--- src/rtl/vend_dispense_ctrl.sv ---
// vend_dispense_ctrl: round-robin dispense sequencer for coffee/sprite.
// Grants one product at a time, runs its motor, waits for the drop sensor,
// tracks per-product stock and reports empty/fault status.
// Optional build macro: VEND_REFUND_EN adds o_refund (pulse on reject or fault entry).
module vend_dispense_ctrl #(
    parameter int unsigned MOTOR_CYC  = 4,
    parameter int unsigned SENSE_TMO  = 16,
    parameter int unsigned COOL_CYC   = 2,
    parameter int unsigned STOCK_INIT = 3,
    parameter int unsigned STOCK_W    = 4
) (
    input  logic clk,
    input  logic rst_n,
    input  logic i_req_coffee,
    input  logic i_req_sprite,
    input  logic i_drop_sense,
    input  logic i_restock,
    input  logic i_fault_clr,
    output logic o_motor_coffee,
    output logic o_motor_sprite,
    output logic o_busy,
    output logic o_done,
    output logic o_fault,
    output logic o_empty_coffee,
    output logic o_empty_sprite
`ifdef VEND_REFUND_EN
    ,
    output logic o_refund
`endif
);

    localparam int unsigned CNT_W = $clog2(MOTOR_CYC + SENSE_TMO + COOL_CYC + 1);

    typedef enum logic [2:0] {
        S_IDLE,
        S_MOTOR,
        S_SENSE,
        S_COOL,
        S_FAULT
    } state_e;

    state_e             state_q, state_d;
    logic [CNT_W-1:0]   cnt_q, cnt_d;
    logic               pend_c_q, pend_c_d;
    logic               pend_s_q, pend_s_d;
    logic               last_s_q, last_s_d;   // 1: sprite was granted last
    logic               motor_c_q, motor_c_d;
    logic               motor_s_q, motor_s_d;
    logic               done_q, done_d;
    logic [STOCK_W-1:0] stock_c_q, stock_c_d;
    logic [STOCK_W-1:0] stock_s_q, stock_s_d;
`ifdef VEND_REFUND_EN
    logic               refund_q, refund_d;
`endif

    logic req_c_v, req_s_v, elig_c, elig_s;

    // A request counts in IDLE if latched earlier or arriving this cycle; stock gates eligibility
    assign req_c_v = pend_c_q | i_req_coffee;
    assign req_s_v = pend_s_q | i_req_sprite;
    assign elig_c  = req_c_v && (stock_c_q != '0);
    assign elig_s  = req_s_v && (stock_s_q != '0);

    // Next-state, pending, motor, stock and pulse logic
    always_comb begin
        state_d   = state_q;
        cnt_d     = cnt_q;
        pend_c_d  = pend_c_q | (i_req_coffee && (state_q != S_FAULT));
        pend_s_d  = pend_s_q | (i_req_sprite && (state_q != S_FAULT));
        last_s_d  = last_s_q;
        motor_c_d = motor_c_q;
        motor_s_d = motor_s_q;
        done_d    = 1'b0;
        stock_c_d = stock_c_q;
        stock_s_d = stock_s_q;
`ifdef VEND_REFUND_EN
        refund_d  = 1'b0;
`endif
        case (state_q)
            S_IDLE: begin
                if (req_c_v && (stock_c_q == '0)) begin
                    pend_c_d = 1'b0;
`ifdef VEND_REFUND_EN
                    refund_d = 1'b1;
`endif
                end
                if (req_s_v && (stock_s_q == '0)) begin
                    pend_s_d = 1'b0;
`ifdef VEND_REFUND_EN
                    refund_d = 1'b1;
`endif
                end
                if (elig_c && (!elig_s || last_s_q)) begin
                    pend_c_d  = 1'b0;
                    last_s_d  = 1'b0;
                    motor_c_d = 1'b1;
                    cnt_d     = '0;
                    state_d   = S_MOTOR;
                end else if (elig_s) begin
                    pend_s_d  = 1'b0;
                    last_s_d  = 1'b1;
                    motor_s_d = 1'b1;
                    cnt_d     = '0;
                    state_d   = S_MOTOR;
                end
            end
            S_MOTOR: begin
                if (cnt_q == CNT_W'(MOTOR_CYC - 1)) begin
                    motor_c_d = 1'b0;
                    motor_s_d = 1'b0;
                    cnt_d     = '0;
                    state_d   = S_SENSE;
                end else begin
                    cnt_d = cnt_q + CNT_W'(1);
                end
            end
            S_SENSE: begin
                if (i_drop_sense) begin
                    done_d  = 1'b1;
                    cnt_d   = '0;
                    state_d = S_COOL;
                    if (last_s_q) begin
                        stock_s_d = stock_s_q - STOCK_W'(1);
                    end else begin
                        stock_c_d = stock_c_q - STOCK_W'(1);
                    end
                end else if (cnt_q == CNT_W'(SENSE_TMO - 1)) begin
                    pend_c_d = 1'b0;
                    pend_s_d = 1'b0;
                    cnt_d    = '0;
                    state_d  = S_FAULT;
`ifdef VEND_REFUND_EN
                    refund_d = 1'b1;
`endif
                end else begin
                    cnt_d = cnt_q + CNT_W'(1);
                end
            end
            S_COOL: begin
                if (cnt_q == CNT_W'(COOL_CYC - 1)) begin
                    cnt_d   = '0;
                    state_d = S_IDLE;
                end else begin
                    cnt_d = cnt_q + CNT_W'(1);
                end
            end
            S_FAULT: begin
                pend_c_d  = 1'b0;
                pend_s_d  = 1'b0;
                motor_c_d = 1'b0;
                motor_s_d = 1'b0;
                if (i_fault_clr) begin
                    state_d = S_IDLE;
                end
            end
            default: begin
                state_d   = S_IDLE;
                motor_c_d = 1'b0;
                motor_s_d = 1'b0;
            end
        endcase
        // Restock overrides any same-cycle decrement
        if (i_restock) begin
            stock_c_d = STOCK_W'(STOCK_INIT);
            stock_s_d = STOCK_W'(STOCK_INIT);
        end
    end

    // State and datapath registers; reset drops motors immediately
    always_ff @(posedge clk or negedge rst_n) begin
        if (!rst_n) begin
            state_q   <= S_IDLE;
            cnt_q     <= '0;
            pend_c_q  <= 1'b0;
            pend_s_q  <= 1'b0;
            last_s_q  <= 1'b1;
            motor_c_q <= 1'b0;
            motor_s_q <= 1'b0;
            done_q    <= 1'b0;
            stock_c_q <= STOCK_W'(STOCK_INIT);
            stock_s_q <= STOCK_W'(STOCK_INIT);
`ifdef VEND_REFUND_EN
            refund_q  <= 1'b0;
`endif
        end else begin
            state_q   <= state_d;
            cnt_q     <= cnt_d;
            pend_c_q  <= pend_c_d;
            pend_s_q  <= pend_s_d;
            last_s_q  <= last_s_d;
            motor_c_q <= motor_c_d;
            motor_s_q <= motor_s_d;
            done_q    <= done_d;
            stock_c_q <= stock_c_d;
            stock_s_q <= stock_s_d;
`ifdef VEND_REFUND_EN
            refund_q  <= refund_d;
`endif
        end
    end

    assign o_motor_coffee = motor_c_q;
    assign o_motor_sprite = motor_s_q;
    assign o_done         = done_q;
    assign o_busy         = (state_q != S_IDLE);
    assign o_fault        = (state_q == S_FAULT);
    assign o_empty_coffee = (stock_c_q == '0);
    assign o_empty_sprite = (stock_s_q == '0);
`ifdef VEND_REFUND_EN
    assign o_refund       = refund_q;
`endif

endmodule

--- config.mk ---
export PLATFORM = sky130hd
export DESIGN_NAME = vend_dispense_ctrl
export DESIGN_NICKNAME = d
export VERILOG_FILES = /design/src/rtl/vend_dispense_ctrl.sv
export SDC_FILE = /design/constraint.sdc
export NUM_CORES = 1
export LEC_CHECK = 0
export CAP_MARGIN = 20
export CORE_MARGIN = 2
export CORE_UTILIZATION = 45
export DETAILED_ROUTE_END_ITERATION = 6
export DONT_BUFFER_PORTS = 1
export GPL_TIMING_DRIVEN = 0
export PLACE_DENSITY_LB_ADDON = 0.2
export SLEW_MARGIN = 20
export SYNTH_ARGS = -nofsm -noshare
export SYNTH_HDL_FRONTEND = slang
export SYNTH_SLANG_ARGS = --single-unit
export TNS_END_PERCENT = 100
--- constraint.sdc ---
create_clock -name clk -period 2.1 [get_ports clk]
set_clock_uncertainty 0.1 [all_clocks]
set_input_delay 0.525 -clock clk [delete_from_list [all_inputs] [get_ports clk]]
set_output_delay 0.525 -clock clk [all_outputs]
set_load 0.01 [all_outputs]
=== Word level (Yosys, flattened, before mapping) ===
Index checks and enable logic that the tools add are counted.

* Flip-flop bits (word level): 22
* Latch bits: 0
* RAM bits: 0
* Memory bits (read-only): 0
* Bits of input ports: 7
* Output and inout port bits: 7
* Word-level logic and storage cells: 106
* Memories: 0

* $add $sub $neg: 3
* Multiply operators: 0
* Divide/modulo/power cells: 0
* Order comparisons: 0
* Equal/unequal tests: 17
* Shift-type cells: 0
* Mux-type cells: 43
* Bitwise operators: 5
* Reduce and logical (&&, ||, !) cells: 28

{| class="wikitable"
|+ Operators with widths
! kind !! count
|-
| $mux 4 || 8
|-
| $mux 5 || 6
|-
| $mux 3 || 7
|-
| $pmux 5 s4 || 1
|-
| $mux 1 || 16
|-
| $pmux 3 s5 || 1
|-
| $ne 2x2->1 const B || 7
|-
| $pmux 1 s3 || 4
|-
| $reduce_bool 4->1 || 3
|-
| $ne 3x3->1 const B || 3
|-
| $reduce_and 3->1 || 3
|-
| $logic_not 4->1 || 2
|-
| $reduce_bool 2->1 || 4
|-
| $sub 4x1->4 const B || 2
|-
| $logic_and 1x1->1 || 7
|-
| $eq 3x2->1 const B || 2
|-
| $add 5x1->5 const B || 1
|-
| $eq 5x1->1 const B || 1
|-
| $eq 5x2->1 const B || 1
|-
| $eq 5x4->1 const B || 1
|-
| $reduce_and 5->1 || 1
|-
| $or 1x1->1 || 4
|-
| $reduce_and 2->1 || 2
|-
| $reduce_and 4->1 || 1
|-
| other kinds (8) || 8
|}

=== Depth between registers and ports, before layout ===
Gate-level depths: netlist of run 1.

* Word-level depth: 7
* Mapped depth: 7
* Gate-level depth less buffers: 7

=== Worst setup path after synthesis of run 1 ===
OpenSTA, ideal clock, no wires.

* Path kind: flip-flop to flip-flop
* From: register stock_s_q[0]
* To: register cnt_q[1]
* Library setup time: 142 ps
* Arrival time: 1645 ps
* Slack: 213 ps
* Stages on the path, launching flop included: 7
* Path through: dfstp_2 > inv_1 > ha_1 > nor3b_4 > or2_2 > a31oi_1 > o22ai_1

* Cells in the longest elaborated chain, start to end: 7

{| class="wikitable"
|+ RTL lines
! element !! line !! source
|-
| from (decl) || 51 || <nowiki>logic [STOCK_W-1:0] stock_s_q, stock_s_d;</nowiki>
|-
| from (signal assigned) || 181 || <nowiki>stock_s_q <= STOCK_W'(STOCK_INIT);</nowiki>
|-
| from (signal assigned) || 195 || <nowiki>stock_s_q <= stock_s_d;</nowiki>
|-
| $reduce_bool 4->1 (*) || 62 || <nowiki>assign elig_s = req_s_v && (stock_s_q != '0);</nowiki>
|-
| $logic_and 1x1->1 (*) || 62 ||
|-
| $logic_not 1->1 || 93 || <nowiki>if (elig_c && (!elig_s || last_s_q)) begin</nowiki>
|-
| $logic_or 1x1->1 || 93 ||
|-
| $logic_and 1x1->1 || 93 ||
|-
| $mux 5 or $ne 3x3->1 (tied branches) || n/a ||
|-
| $pmux 5 s4 or $reduce_and 2->1 (tied branches) || n/a ||
|-
| to (signal assigned) || 187 || <nowiki>cnt_q <= cnt_d;</nowiki>
|-
| to (decl) || 43 || <nowiki>logic [CNT_W-1:0] cnt_q, cnt_d;</nowiki>
|}

Every way passes the cells marked *; elsewhere a longest branch is shown, timed or not.
A chain may end at the register's enable or synchronous reset.

=== Final worst setup path of run 1 ===
* From: register state_q[2]
* To: output port o_busy

* Cells in the longest elaborated chain, start to end: 1

{| class="wikitable"
|+ RTL lines
! element !! line !! source
|-
| from (decl) || 42 || <nowiki>state_e state_q, state_d;</nowiki>
|-
| from (signal assigned) || 186 || <nowiki>state_q <= state_d;</nowiki>
|-
| $reduce_bool 3->1 || 205 || <nowiki>assign o_busy = (state_q != S_IDLE);</nowiki>
|-
| to (decl) || 21 || <nowiki>output logic o_busy,</nowiki>
|}

No other way between the ends.

==> flow_metrics.tcl, run 1 <==
set metrics [dict create \
    run_status "finished clean" \
    htreeDepth 1 \
    vias 937 \
    tritoncts "done" \
    synthFlopType "sky130_fd_sc_hd__dfrtp_1" \
    final_cell_count_no_fill 169 \
    finalHoldViolations 0 \
    detail_route.first_pass.iterations 4 \
    grt_overflow_total 0 \
    detailedPlacementHpwl_um 1740 \
    peakVddDrop_v 0.000832 \
    antenna_violations_before_repair 0 \
    floorplan.die_area_um2 3220 \
    io_buffers 0 \
    timing.rr.start "stock_s_q[0]" \
    final.min_clock_period_ns 2.07 \
    cp.buffers_inverters 2 \
    crit_path_max_fanout 4 \
    layout.cell_area.non_filler_um2 1380 \
    placement.cell_area_um2 1290 \
    clock_insertion_delay_worst_skew_ns 0.31 \
    aggregate_routed_wire_length_um 2390 \
    fin_ws_ns 0.0270 \
    main_combinational_cell_family_by_area_after_synthesis "simple AND/OR/NAND/NOR gates" \
    synthAdderAreaFrac 0.0799 \
    flop2flop_setup_slack_ns 0.11 \
    muxShareOfSynthArea 0.0250 \
    placement_rows 19 \
    maxSlewViolCount 0 \
    report.final.setup_viol 0 \
    grt_setup_unrepaired "true" \
    route.antenna.remaining_nets 0 \
    synth.lib_cells_used.distinct 38 \
    critical_path.max_stage_delay_ns 0.42 \
    synth-simple-area-share 0.193 \
    post_drt_wl_per_cell_um 14.1 \
    synth_seq_cells 22 \
    synth_cells 129 \
    asyncSetResetFlopFracSynth 1.00 \
    timing.hold.ws_ns 0.0583 \
    worstHoldPathType "in2async" \
    timing.rr.end "cnt_q[4]" \
    critical_path.top_delay_family "flip-flops" \
    synth_enable_flop_cells 0 \
    synth_top_cell_by_area "sky130_fd_sc_hd__dfrtp_1" \
    timing_worst_slew_pin_value_ns 0.493 \
    areaGrowthSynthToFinish_pct 10.3 \
    tritoncts.num_buffers 3 \
    synth_top_cells_by_area "sky130_fd_sc_hd__dfrtp_1, sky130_fd_sc_hd__dfstp_2, sky130_fd_sc_hd__ha_1" \
    finish.net_count 154 \
    headroom_to_the_max_slew_limit 0.671 \
    fin_crit_sh 0.987 \
    grt_first_pass_wirelength_um 4270 \
    power_per_cell_area_nw_per_um2 1050 \
    synth_warnings 0 \
    globalplace.congestion 0.817 \
    synth_xor_area_frac 0.0490 \
    post_syn_area_per_cell_um2 9.71 \
    initial_core_util 0.462 \
    pre_cts_ws_ns -0.0664 \
    post_synth_instance_area_um2 1250 \
    synth-compound-area-share 0.146 \
    crit_arrival_ns 1.45 \
    leakagePower_nw 0.647 \
    required_ns 1.47 \
    grt_max_degree 23 \
    detailedRoute.firstIterationViolations 33 \
    layout.cells.most_common_list "sky130_fd_sc_hd__dfrtp_1, sky130_fd_sc_hd__inv_1, sky130_fd_sc_hd__nor2_1, sky130_fd_sc_hd__a21oi_1" \
    drive_gt1_frac 0.239 \
    layout.cells.most_common "sky130_fd_sc_hd__dfrtp_1" \
    insertedDiodeCount 0 \
    clock_tree.root_cell "sky130_fd_sc_hd__clkbuf_4" \
    global_route.usage.total 0.170 \
    fmax_ghz 0.482 \
    cts.reportedPaths.clkPinSlew_ns 0.12 \
    fp.dieW_um 56.8 \
    critical_path.cell_chain "buf_4, nor3_1, inv_1" \
    fp.dieH_um 56.8 \
    ff2ff_path_depth 6 \
    design.portCount 14 \
    register_area_share_after_synthesis 0.445 \
    timing.max_cap.violations 0 \
    design.core.area_um2 2710 \
    synth_top_area_frac 0.340 \
    worst_path_max_delay_cell "sky130_fd_sc_hd__dfrtp_1" \
    vias_in_the_first_global_route 992 \
    syn_nets 144 \
    remaining_drc_errors 0 \
    worstSetupPathType "reg2out" \
    crit_path_start_kind "register" \
    vias_per_cell 5.54 \
    clock_sinks 22 \
    critical_path.endpoint_type "primary output" \
    post-place-cells 160 \
    fin_total_pwr_mw 1.45 \
    number_of_buffers_on_the_longest_clock_path 2 \
]
per-stage QoR:
step                       util  TNS [ns]
after detailed placement  0.476    -0.234
after global routing      0.510   -0.0729
after floorplan               -         0
final                     0.510         0
after global placement    0.476  -0.00127
after CTS                 0.506         0
synth_stat cells, types with 2 or more instances:
| master | count |
|---|---|
| sky130_fd_sc_hd__nand3b_1 | 2 |
| sky130_fd_sc_hd__inv_1 | 15 |
| sky130_fd_sc_hd__o21a_1 | 2 |
| sky130_fd_sc_hd__a21oi_1 | 8 |
| sky130_fd_sc_hd__mux2i_1 | 2 |
| sky130_fd_sc_hd__o22ai_1 | 4 |
| sky130_fd_sc_hd__nor3_1 | 7 |
| sky130_fd_sc_hd__dfrtp_1 | 17 |
| sky130_fd_sc_hd__nand2_1 | 2 |
| sky130_fd_sc_hd__dfstp_2 | 5 |
| sky130_fd_sc_hd__nand2b_1 | 3 |
| sky130_fd_sc_hd__nor2b_1 | 2 |
| sky130_fd_sc_hd__or3_1 | 2 |
| sky130_fd_sc_hd__a31oi_1 | 3 |
| sky130_fd_sc_hd__nor2_1 | 12 |
| sky130_fd_sc_hd__xor2_1 | 4 |
| sky130_fd_sc_hd__nand3_1 | 6 |
| sky130_fd_sc_hd__ha_1 | 8 |
| sky130_fd_sc_hd__or2_2 | 2 |
| sky130_fd_sc_hd__xnor2_1 | 3 |
| sky130_fd_sc_hd__clkbuf_2 | 2 |
| sky130_fd_sc_hd__a211o_1 | 2 |
routing by layer:
metal | wire (um) | part of all wire | GRT usage
met5 | 0 | 0 | 0
met2 | 1190 | 0.50 | 0.286
met4 | 18 | 0.0075 | 0.0399
met3 | 89 | 0.037 | 0.0553
met1 | 1090 | 0.46 | 0.211
power by group:
part | switching, mW | internal, mW | leakage, nW
logic | 0.345 | 0.242 | 0.358
clock network | 0.127 | 0.106 | 0.0210
registers | 0.0805 | 0.547 | 0.268
registers in the layout, indices dropped and copies added (netlist names):
| name | flops |
|---|---|
| cnt_q | 5 |
| stock_c_q | 4 |
| stock_s_q | 4 |
| state_q | 3 |
| last_s_q | 1 |
| o_done | 1 |
| o_motor_coffee | 1 |
| o_motor_sprite | 1 |
| pend_c_q | 1 |
| pend_s_q | 1 |
final cells by class:
class	instances	area (um^2)
repair buffers	5	35.0
inverters	15	56.3
multi-input cells	87	634
clock buffers	4	36.3
well taps	31	38.8
fillers	258	1330
flip-flops and latches	22	557
plain buffers	5	23.8
logic make-up (layout without fill, tap and decap cells):
kind of cell	count (synthesis)	in the layout
buffers and inverters	20	29
AO/OA/AOI/OAI	26	26
multiplexers	3	3
flip-flops	22	22
XOR/XNOR	7	7
AND/OR/NAND/NOR	43	43
adder cells (fa/ha/maj)	8	8
what timing repair did:
| action | 4_1_cts | 5_1_grt |
|---|---|---|
| setup endpoints to repair | 7 | 7 |
| gates resized for setup | 5 | 4 |
| buffers inserted | 3 | 1 |
| hold endpoints to repair | 22 | 0 |
| hold buffers | 1 | 0 |
worst max-delay path by stage:
| stage | cells past startpoint | from | slack (ns) | endpoint |
|---|---|---|---|---|
| finish | 3 | state_q[2] | 0.03 | o_busy |
| floorplan | 6 | stock_s_q[0] | 0.21 | cnt_q[1] |
| detailed placement | 6 | stock_s_q[0] | -0.07 | cnt_q[4] |
| CTS | 3 | state_q[0] | 0.008 | o_fault |
| global placement | 6 | stock_s_q[0] | -0.001 | cnt_q[4] |
| global route | 3 | state_q[2] | -0.04 | o_busy |
(Power assumes the default switching activity.)
==> run 2, diff against run 1 <==
--- a/config.mk
+++ b/config.mk
@@ -9,3 +9,3 @@
 export CORE_MARGIN = 2
-export CORE_UTILIZATION = 45
+export CORE_UTILIZATION = 50
 export DETAILED_ROUTE_END_ITERATION = 6
--- a/constraint.sdc
+++ b/constraint.sdc
@@ -4,2 +4,2 @@
 set_output_delay 0.525 -clock clk [all_outputs]
-set_load 0.01 [all_outputs]
+set_load 0.005 [all_outputs]
==> flow_metrics.tcl, run 2 (synthesis results as in run 1) <==
set metrics [dict create \
    layout.cells.most_common_list "sky130_fd_sc_hd__dfrtp_1, sky130_fd_sc_hd__inv_1, sky130_fd_sc_hd__nor2_1, sky130_fd_sc_hd__a21oi_1, sky130_fd_sc_hd__ha_1" \
    vias 916 \
    fp.dieH_um 54.1 \
    drive_gt1_frac 0.235 \
    fin_crit_sh 0.969 \
    timing_worst_slew_pin_value_ns 0.489 \
    largest_register_ff_count 5 \
    leading_registers_by_flop_count "cnt_q x5, stock_c_q x4, stock_s_q x4" \
    grt_setup_unrepaired "false" \
    cts.reportedPaths.clkPinSlew_ns 0.12 \
    remaining_drc_errors 0 \
    setup-tns-final_ns 0 \
    headroom_to_the_max_slew_limit 0.674 \
    post-place-cells 159 \
    placement_rows 18 \
    floorplan.die_area_um2 2920 \
    run_status "finished clean" \
    aggregate_routed_wire_length_um 2440 \
    pre_cts_ws_ns -0.0161 \
    grt_max_degree 23 \
    placement.cell_area_um2 1290 \
    finalHoldViolations 0 \
    number_of_buffers_on_the_longest_clock_path 2 \
    fp.dieW_um 54.1 \
    layout.cell_area.non_filler_um2 1370 \
    tritoncts.num_buffers 3 \
    crit_path_max_fanout 4 \
    io_buffers 0 \
    fillerInstances 218 \
    critical_path.endpoint_type "primary output" \
    antenna_violations_before_repair 0 \
    final.min_clock_period_ns 2.04 \
    grt_first_pass_wirelength_um 3750 \
    clock_tree.root_cell "sky130_fd_sc_hd__clkbuf_4" \
    regMostFlops "cnt_q" \
    worstHoldPathType "in2async" \
    crit_arrival_ns 1.41 \
    design.core.area_um2 2430 \
    timing.rr.start "stock_s_q[0]" \
    fin_ws_ns 0.0647 \
    flop2flop_setup_slack_ns 0.12 \
    design.portCount 14 \
    maxSlewViolCount 0 \
    insertedDiodeCount 0 \
    peakVddDrop_v 0.000521 \
    route.antenna.remaining_nets 0 \
    final_cell_count_no_fill 166 \
    global_route.usage.total 0.181 \
    vias_in_the_first_global_route 881 \
    detailedRoute.firstIterationViolations 14 \
    areaGrowthSynthToFinish_pct 9.49 \
    crit_path_start_kind "register" \
    report.final.setup_viol 0 \
    startpoint "stock_c_q[0]" \
    layout.cells.most_common "sky130_fd_sc_hd__dfrtp_1" \
    fmax_ghz 0.491 \
    initial_core_util 0.515 \
    finish.net_count 152 \
    vias_per_cell 5.52 \
    detailedPlacementHpwl_um 1760 \
    grt_overflow_total 0 \
    globalplace.congestion 0.747 \
    worstSetupPathType "reg2out" \
    leakagePower_nw 0.641 \
    required_ns 1.47 \
    htreeDepth 1 \
    timing.max_cap.violations 0 \
    power_per_cell_area_nw_per_um2 1060 \
    tritoncts "done" \
    fin_total_pwr_mw 1.46 \
    clock_insertion_delay_worst_skew_ns 0.30 \
    detail_route.first_pass.iterations 4 \
    clock_sinks 22 \
    post_drt_wl_per_cell_um 14.7 \
]
==> run 2: cell type report <==
cell class | instances | area [um^2] | share of cell area
Inverter | 15 | 56.3 | 0.0411
Multi-Input combinational cell | 87 | 637 | 0.464
Buffer | 5 | 26.3 | 0.0192
Tap cell | 30 | 37.5 | 0.0274
Clock buffer | 4 | 36.3 | 0.0265
Timing Repair Buffer | 3 | 20.0 | 0.0146
Sequential cell | 22 | 558 | 0.407
==> run 2: per-stage QoR <==
stage          hold WS (ns)  utilization
2_1_floorplan         0.129            -
3_3_place_gp          0.130        0.530
3_5_place_dp          0.130        0.530
4_1_cts               0.287        0.554
5_1_grt              0.0752        0.564
6_report             0.0597        0.564
==> run 2: final timing paths <==
path                                   to  depth (start not counted)
max                        o_empty_coffee                          4
min                              cnt_q[2]                          1
max reg2reg                      cnt_q[4]                          6
min reg2reg                      cnt_q[0]                          1
max in group asynchronous        last_s_q                          1
min in group clk                 pend_c_q                          2
==> run 2: power by group <==
| group | switching (mW) | internal, mW |
|---|---|---|
| clock network | 0.127 | 0.106 |
| registers | 0.0739 | 0.547 |
| logic | 0.347 | 0.256 |
==> run 2: timing repair <==
item | 4_1_cts | 5_1_grt
hold buffers | 1 | 0
pin swaps | 0 | 0
gates resized for setup | 5 | 6
endpoints found under the setup margin | 7 | 6
setup buffers | 0 | 2
endpoints found under the hold margin | 22 | 0
==> run 2: routing by layer <==
metal / GRT usage / share of wire
met5: 0 / 0
met4: 0.0708 / 0.0066
met3: 0.0361 / 0.029
met2: 0.317 / 0.52
met1: 0.218 / 0.45
==> run 2: worst max-delay path: stages, from the launching register on <==
cell	delay (ns)
sky130_fd_sc_hd__dfstp_2	0.56
sky130_fd_sc_hd__inv_2	0.05
sky130_fd_sc_hd__ha_1	0.19
sky130_fd_sc_hd__or3b_4	0.26
sky130_fd_sc_hd__inv_2	0.04
